**config.mk**
```make
export PLATFORM = sky130hd
export DESIGN_NAME = einstein_intc_flat
export DESIGN_NICKNAME = d
export VERILOG_FILES = /design/src/rtl/einstein_pkg.sv /design/src/rtl/einstein_intc_if.sv /design/src/rtl/einstein_intc_chan.sv /design/src/rtl/einstein_intc.sv /design/src/flat_wrapper.sv
export SDC_FILE = /design/constraint.sdc
export NUM_CORES = 1
export LEC_CHECK = 0
export ABC_AREA = 1
export BUFFER_PORTS_ARGS = -buffer_cell sky130_fd_sc_hd__buf_2
export CORE_ASPECT_RATIO = 0.9
export CORE_MARGIN = 5
export CORE_UTILIZATION = 51
export DETAILED_ROUTE_END_ITERATION = 16
export PLACE_DENSITY = 0.88
export RECOVER_POWER = 50
export SYNTH_ARGS = -nofsm -noshare
export SYNTH_HDL_FRONTEND = slang
export SYNTH_SLANG_ARGS = --single-unit
```
**constraint.sdc**
```tcl
create_clock -name clk_sys -period 1.85 [get_ports clk_sys]
set_input_delay 0.37 -clock clk_sys [delete_from_list [all_inputs] [get_ports clk_sys]]
set_output_delay 0.37 -clock clk_sys [all_outputs]
set_load 0.03 [all_outputs]
```
**src/rtl/einstein_pkg.sv**
```systemverilog
// Shared types and helpers for the Einstein interrupt controller.
package einstein_pkg;

    localparam int unsigned MAX_CH   = 8;
    localparam int unsigned IDX_W    = 3;
    localparam int unsigned VEC_W    = 8;
    localparam int unsigned VEC_STEP = 2;

    typedef enum logic {
        IDLE = 1'b0,
        ACK  = 1'b1
    } state_t;

    typedef struct packed {
        logic             valid;
        logic [IDX_W-1:0] idx;
    } prio_t;

    // Lowest set bit wins; valid is low for an all-zero vector.
    function automatic prio_t prio_enc(input logic [MAX_CH-1:0] v);
        prio_t r;
        r = '0;
        for (int i = int'(MAX_CH) - 1; i >= 0; i--) begin
            if (v[i]) begin
                r.valid = 1'b1;
                r.idx   = IDX_W'(i);
            end
        end
        return r;
    endfunction

endpackage

```
**src/rtl/einstein_intc_if.sv**
```systemverilog
// Request, mask, acknowledge and daisy-chain signals of the interrupt controller.
interface einstein_intc_if
    import einstein_pkg::*;
#(
    parameter int unsigned NCH = 4
);
    logic [NCH-1:0]   src;
    logic [NCH-1:0]   msk_we;
    logic             msk_din;
    logic [NCH-1:0]   clr;
    logic             m1_n;
    logic             iorq_n;
    logic             reti;
    logic             iei;
    logic             int_n;
    logic [VEC_W-1:0] vec;
    logic             vec_oe;
    logic             ieo;
    logic [NCH-1:0]   pend;

    modport master (
        output src, msk_we, msk_din, clr, m1_n, iorq_n, reti, iei,
        input  int_n, vec, vec_oe, ieo, pend
    );

    modport slave (
        input  src, msk_we, msk_din, clr, m1_n, iorq_n, reti, iei,
        output int_n, vec, vec_oe, ieo, pend
    );
endinterface

```
**src/rtl/einstein_intc_chan.sv**
```systemverilog
// One interrupt channel: input synchroniser, edge/level event, mask and pending flag.
module einstein_intc_chan #(
    parameter bit          EDGE = 1'b1,
    parameter int unsigned SYNC = 2
) (
    input  logic clk,
    input  logic rst_n,
    input  logic src,
    input  logic msk_we,
    input  logic msk_din,
    input  logic clr,
    input  logic take,
    output logic pend
);

    logic s;
    logic hist;
    logic mask;
    logic ev_c;

    if (SYNC == 0) begin : g_nosync
        assign s = src;
    end else begin : g_sync
        logic [SYNC-1:0] sr;

        // Shift src through SYNC flops before it is used.
        always_ff @(posedge clk or negedge rst_n) begin
            if (!rst_n) sr <= '0;
            else        sr <= SYNC'({sr, src});
        end

        assign s = sr[SYNC-1];
    end

    assign ev_c = EDGE ? (s & ~hist) : s;

    // Edge history, mask (reset to disabled) and pending; clear or acknowledge beats a new event.
    always_ff @(posedge clk or negedge rst_n) begin
        if (!rst_n) begin
            hist <= 1'b0;
            mask <= 1'b1;
            pend <= 1'b0;
        end else begin
            hist <= s;
            if (msk_we) mask <= msk_din;
            if (clr || take)      pend <= 1'b0;
            else if (ev_c && !mask) pend <= 1'b1;
        end
    end

endmodule

```
**src/rtl/einstein_intc.sv**
```systemverilog
// Prioritised Z80 mode-2 interrupt controller with in-service tracking and IEI/IEO chaining.
module einstein_intc
    import einstein_pkg::*;
#(
    parameter int unsigned      NCH      = 4,
    parameter logic [VEC_W-1:0] VEC_BASE = 8'h0E,
    parameter logic [NCH-1:0]   EDGE     = '1,
    parameter int unsigned      SYNC     = 2
) (
    input  logic           clk_sys,
    input  logic           reset_n,
    einstein_intc_if.slave bus
);

    state_t           state, state_d;
    logic [NCH-1:0]   pend_c, take_c, qual_c, hi_mask_c, reti_clr_c;
    logic [NCH-1:0]   isv, isv_d;
    logic [VEC_W-1:0] vec_q, vec_d;
    logic             vec_oe_q, vec_oe_d;
    logic             int_n_q, int_n_d;
    logic             ack_q, ack_c, ack_rise_c;
    prio_t            isv_lo_c, win_c;

    for (genvar c = 0; c < int'(NCH); c++) begin : g_chan
        einstein_intc_chan #(
            .EDGE (EDGE[c]),
            .SYNC (SYNC)
        ) u_chan (
            .clk     (clk_sys),
            .rst_n   (reset_n),
            .src     (bus.src[c]),
            .msk_we  (bus.msk_we[c]),
            .msk_din (bus.msk_din),
            .clr     (bus.clr[c]),
            .take    (take_c[c]),
            .pend    (pend_c[c])
        );
    end

    assign ack_c      = ~bus.m1_n & ~bus.iorq_n;
    assign ack_rise_c = ack_c & ~ack_q;

    // Qualify pending channels that outrank every in-service channel, then pick the winner.
    always_comb begin
        isv_lo_c  = prio_enc(MAX_CH'(isv));
        hi_mask_c = '0;
        for (int c = 0; c < int'(NCH); c++) begin
            hi_mask_c[c] = !isv_lo_c.valid || (IDX_W'(c) < isv_lo_c.idx);
        end
        qual_c = pend_c & hi_mask_c;
        win_c  = prio_enc(MAX_CH'(qual_c));
    end

    // Acknowledge FSM: latch the winner on the first ack cycle, drive the bus until ack ends.
    always_comb begin
        state_d  = state;
        vec_d    = vec_q;
        vec_oe_d = 1'b0;
        int_n_d  = 1'b1;
        take_c   = '0;
        unique case (state)
            IDLE: begin
                if (ack_rise_c && bus.iei && win_c.valid) begin
                    state_d  = ACK;
                    take_c   = NCH'(1) << win_c.idx;
                    vec_d    = VEC_BASE + VEC_W'(VEC_STEP * win_c.idx);
                    vec_oe_d = 1'b1;
                end else begin
                    int_n_d = ~(bus.iei & (|qual_c));
                end
            end
            ACK: begin
                if (ack_c) begin
                    vec_oe_d = 1'b1;
                end else begin
                    state_d = IDLE;
                    int_n_d = ~(bus.iei & (|qual_c));
                end
            end
            default: state_d = IDLE;
        endcase
    end

    // RETI retires the highest-priority in-service channel; an ack marks the new one.
    always_comb begin
        reti_clr_c = '0;
        if (bus.reti && isv_lo_c.valid) reti_clr_c = NCH'(1) << isv_lo_c.idx;
        isv_d = (isv & ~reti_clr_c) | take_c;
    end

    // State, in-service and registered CPU-facing outputs.
    always_ff @(posedge clk_sys or negedge reset_n) begin
        if (!reset_n) begin
            state    <= IDLE;
            isv      <= '0;
            ack_q    <= 1'b0;
            vec_q    <= 8'h00;
            vec_oe_q <= 1'b0;
            int_n_q  <= 1'b1;
        end else begin
            state    <= state_d;
            isv      <= isv_d;
            ack_q    <= ack_c;
            vec_q    <= vec_d;
            vec_oe_q <= vec_oe_d;
            int_n_q  <= int_n_d;
        end
    end

    assign bus.int_n  = int_n_q;
    assign bus.vec    = vec_q;
    assign bus.vec_oe = vec_oe_q;
    assign bus.pend   = pend_c;
    assign bus.ieo    = bus.iei & ~(|isv) & ~(|pend_c);

endmodule

```
**src/flat_wrapper.sv**
```systemverilog
// flat-port wrapper written by rule: the top's interface ports become plain ports
module einstein_intc_flat import einstein_pkg::*;
#(
    parameter int unsigned      NCH      = 4,
    parameter logic [VEC_W-1:0] VEC_BASE = 8'h0E,
    parameter logic [NCH-1:0]   EDGE     = '1,
    parameter int unsigned      SYNC     = 2
)
  (clk_sys, reset_n, bus_src, bus_msk_we, bus_msk_din, bus_clr, bus_m1_n, bus_iorq_n, bus_reti, bus_iei, bus_int_n, bus_vec, bus_vec_oe, bus_ieo, bus_pend);
  einstein_intc_if #(.NCH(NCH)) bus_i ();
  input  logic clk_sys;
  input  logic reset_n;
  input wire logic [$bits(bus_i.src)-1:0] bus_src;
  input wire logic [$bits(bus_i.msk_we)-1:0] bus_msk_we;
  input wire logic [$bits(bus_i.msk_din)-1:0] bus_msk_din;
  input wire logic [$bits(bus_i.clr)-1:0] bus_clr;
  input wire logic [$bits(bus_i.m1_n)-1:0] bus_m1_n;
  input wire logic [$bits(bus_i.iorq_n)-1:0] bus_iorq_n;
  input wire logic [$bits(bus_i.reti)-1:0] bus_reti;
  input wire logic [$bits(bus_i.iei)-1:0] bus_iei;
  output wire logic [$bits(bus_i.int_n)-1:0] bus_int_n;
  output wire logic [$bits(bus_i.vec)-1:0] bus_vec;
  output wire logic [$bits(bus_i.vec_oe)-1:0] bus_vec_oe;
  output wire logic [$bits(bus_i.ieo)-1:0] bus_ieo;
  output wire logic [$bits(bus_i.pend)-1:0] bus_pend;
  assign bus_i.src = bus_src;
  assign bus_i.msk_we = bus_msk_we;
  assign bus_i.msk_din = bus_msk_din;
  assign bus_i.clr = bus_clr;
  assign bus_i.m1_n = bus_m1_n;
  assign bus_i.iorq_n = bus_iorq_n;
  assign bus_i.reti = bus_reti;
  assign bus_i.iei = bus_iei;
  assign bus_int_n = bus_i.int_n;
  assign bus_vec = bus_i.vec;
  assign bus_vec_oe = bus_i.vec_oe;
  assign bus_ieo = bus_i.ieo;
  assign bus_pend = bus_i.pend;
  einstein_intc #(.NCH(NCH), .VEC_BASE(VEC_BASE), .EDGE(EDGE), .SYNC(SYNC)) u_core (.clk_sys(clk_sys), .reset_n(reset_n), .bus(bus_i));
endmodule
```
==> results.yml <==
status:
  status: "finished, final reports clean"
clock_network:
  ctsHoldBuffers: 0
  htree_levels: 2
  clk_pin_slew_worst_paths_ps: 100
  cts_made_buffers: 5
  cts_buffer_depth: 2
  cts.sinks: 31
  clock_latency_ps: 340
  cts-root-buf: "clkbuf_4"
  cts_tree: "yes"
placed_design:
  dpl.hpwl_um: 2010
  place.gp.congestion: 0.777
  placed_cells: 190
  portBuffers: 29
  dpl-instance-area_sq_um: 1510
detailed_routing:
  first_pass_iters: 4
  dr_total_vias: 1042
  drtIter0Drc: 52
  drt_wl_total_um: 2810
  antenna_left: 0
  viasPerCell: 5.11
  wl_per_cell_um: 13.8
  drc: 0
layout:
  fin_cells: 204
  drive_gt1_share_pct: 34.1
  fill_cells: 199
  n_antenna_cell: 0
  syn2layout_area_growth_pct: 18.0
  stdcell_area_sq_um: 1630
  nets: 199
timing:
  max_freq_mhz: 578
  setup_tns_ps: 0
  hold_viol_final: 0
  slew_violations: 0
  skew_ps: 6.54
  fin_crit_sh_pct: 93.5
  holdWs_ps: 57.2
  relSlewSlack_pct: 55.1
  worstMarginPinSlew_ps: 673
  setup_violations: 0
  fin_crit_ps: 1730
power_and_ir_drop:
  clock_power_share_pct: 24.8
  internal_power_uw: 1020
  ir_worst_vdd_uv: 655
  power.share.combinational_pct: 24.6
  switchingPower_uw: 547
  p_per_area_nw_per_um2: 965
  pwr-share-seq_pct: 50.5
  p_leak_uw: 0.000883
  p_sw_share_pct: 34.9
floorplanning:
  core_area_sq_um: 2510
  start_util_pct: 54.9
  die_x_um: 64.8
  io-pin-count: 34
  dieArea_sq_um: 3840
  std_cell_rows: 17
  die_h_um: 59.3
yosys:
  synth.top_cell.area_share_pct: 47.2
  synth.distinct_cells: 21
  syn-cell-area_sq_um: 1380
  synth_top_cells_by_count: "nand2_1, dfrtp_1, inv_1"
  synth_compound_area_share_pct: 4.27
  yosysMostFrequentCell: "nand2_1"
  seq_area_frac_synth_pct: 56.8
  synthArstFlopShare_pct: 100
  synth_fa_ha_area_share_pct: 4.54
  ys.flop_type: "dfrtp_1"
  yosys.area_share.xor_xnor_pct: 0
  synthMuxAreaShare_pct: 0
  postSynthAreaPerCell_sq_um: 9.98
  yosys.area_share.simple_pct: 24.1
  synth_top_family_by_area: "simple AND/OR/NAND/NOR gates"
  synth_area_leaders: "dfrtp_1, dfstp_2, nand2_1, inv_1, ha_1"
  yosysWarnings: 0
  synth_edf_count: 0
  ys_ff_latch: 31
  syn_inst: 138
  netlist.top_cell.by_area: "dfrtp_1"
critical_path:
  r2r_slack_ps: 120
  r2r-start: "u_core.isv[0]$_DFF_PN0_"
  rr_worst_depth: 10
  cp-end-kind: "output pin"
  critPathSlowestCell: "dfrtp_1"
  r2r-end: "u_core.g_chan[2].u_chan.pend$_DFFE_PN0P_"
  crit_fanout: 6
  slowest_delay_ps: 440
  path_buf_inv: 1
  cp_top_family: "flip-flops"
  arrival_ps: 1360
  crit_chain: "nor2_4, nand3_1, nor3_2, buf_4"
  worstSetupPathType: "register to output pin"
  cp_data_required_time_ps: 1480
  critPathLaunchType: "register"
run:
  cap_violations: 0
grt:
  overflow: 0
  antenna_found_initial: 0
  grt_usage_pct: 15.9
  grt_pass1_vias: 1012
  grt_pass1_wl_um: 4480
  grt_start_max_net_pins: 32
hold_path:
  hold_class: "input port to async pin"
[layout by cell type, fill, tap and decap left out, types with 5 or more instances in the layout]
cell,n
nand2_1,32
inv_1,20
buf_2,28
ha_1,5
dfstp_2,5
nand4_1,8
dfrtp_1,25
buf_4,7
o21ai_0,5
clkbuf_4,5
[power by group through the flow]
stage	clock (uW)	sequential [uW]	combinational (uW)
after floorplan	0	888	174
after global placement	0	804	353
after detailed placement	0	805	370
after CTS	405	793	371
after global routing	439	803	421
final	390	793	386
[sequential cells by signal, indices dropped and copies added (netlist names)]
register                        count
u_core.ack_q                        1
u_core.bus.int_n                    1
u_core.bus.vec                      4
u_core.g_chan.u_chan.g_sync.sr      8
u_core.g_chan.u_chan.hist           4
u_core.g_chan.u_chan.mask           4
u_core.g_chan.u_chan.pend           4
u_core.isv                          4
u_core.state                        1
[how the worst max path moves through the flow]
stage / from / end / cells after the start
global placement: u_core.isv[0]$_DFF_PN0_ / u_core.g_chan[3].u_chan.pend$_DFFE_PN0P_ / 9
CTS: u_core.isv[0]$_DFF_PN0_ / bus_ieo / 4
global route: u_core.g_chan[1].u_chan.pend$_DFFE_PN0P_ / bus_ieo / 4
floorplan: u_core.isv[0]$_DFF_PN0_ / bus_ieo / 3
finish: u_core.isv[1]$_DFF_PN0_ / bus_ieo / 4
detailed placement: u_core.isv[2]$_DFF_PN0_ / u_core.g_chan[2].u_chan.pend$_DFFE_PN0P_ / 9
[cell type report]
| cell class | instances | area (sq um) | share of cell area [%] |
|---|---|---|---|
| Multi-Input combinational cell | 81 | 478 | 29.4 |
| Inverter | 21 | 78.8 | 4.85 |
| Tap cell | 28 | 35.0 | 2.16 |
| Clock buffer | 5 | 37.5 | 2.31 |
| Sequential cell | 31 | 783 | 48.2 |
| Timing Repair Buffer | 35 | 193 | 11.9 |
| Clock inverter | 3 | 20.0 | 1.23 |
[routing by layer]
layer	vias up	track usage, %	share of wire (%)
met5	-	0	0
met4	0	8.13	2.4
met3	9	7.02	7.8
met2	45	25.8	48
met1	484	18.0	41
li1	504	-	-
[cells by family after synthesis]
group,after synthesis
AOI/OAI and AO/OA,11
adders and majority gates,5
and+or+nand+nor,61
other,1
DFF,31
buffers and inverters,29
[metrics by stage]
step | worst slack [ps] | utilization (%) | power [uW]
2_1_floorplan | 142 | - | 1060
3_3_place_gp | 353 | 60.1 | 1160
3_5_place_dp | 229 | 60.1 | 1180
4_1_cts | 16.5 | 62.5 | 1570
5_1_grt | -3.17 | 64.8 | 1660
6_report | 120 | 64.8 | 1570
[repair_timing]
item,in CTS,in global routing
gates resized for setup,1,5
buffers inserted,0,6
pin swaps,0,1
hold endpoints to repair,0,0
endpoints found under the setup margin,1,1
(Power assumes the default switching activity.)
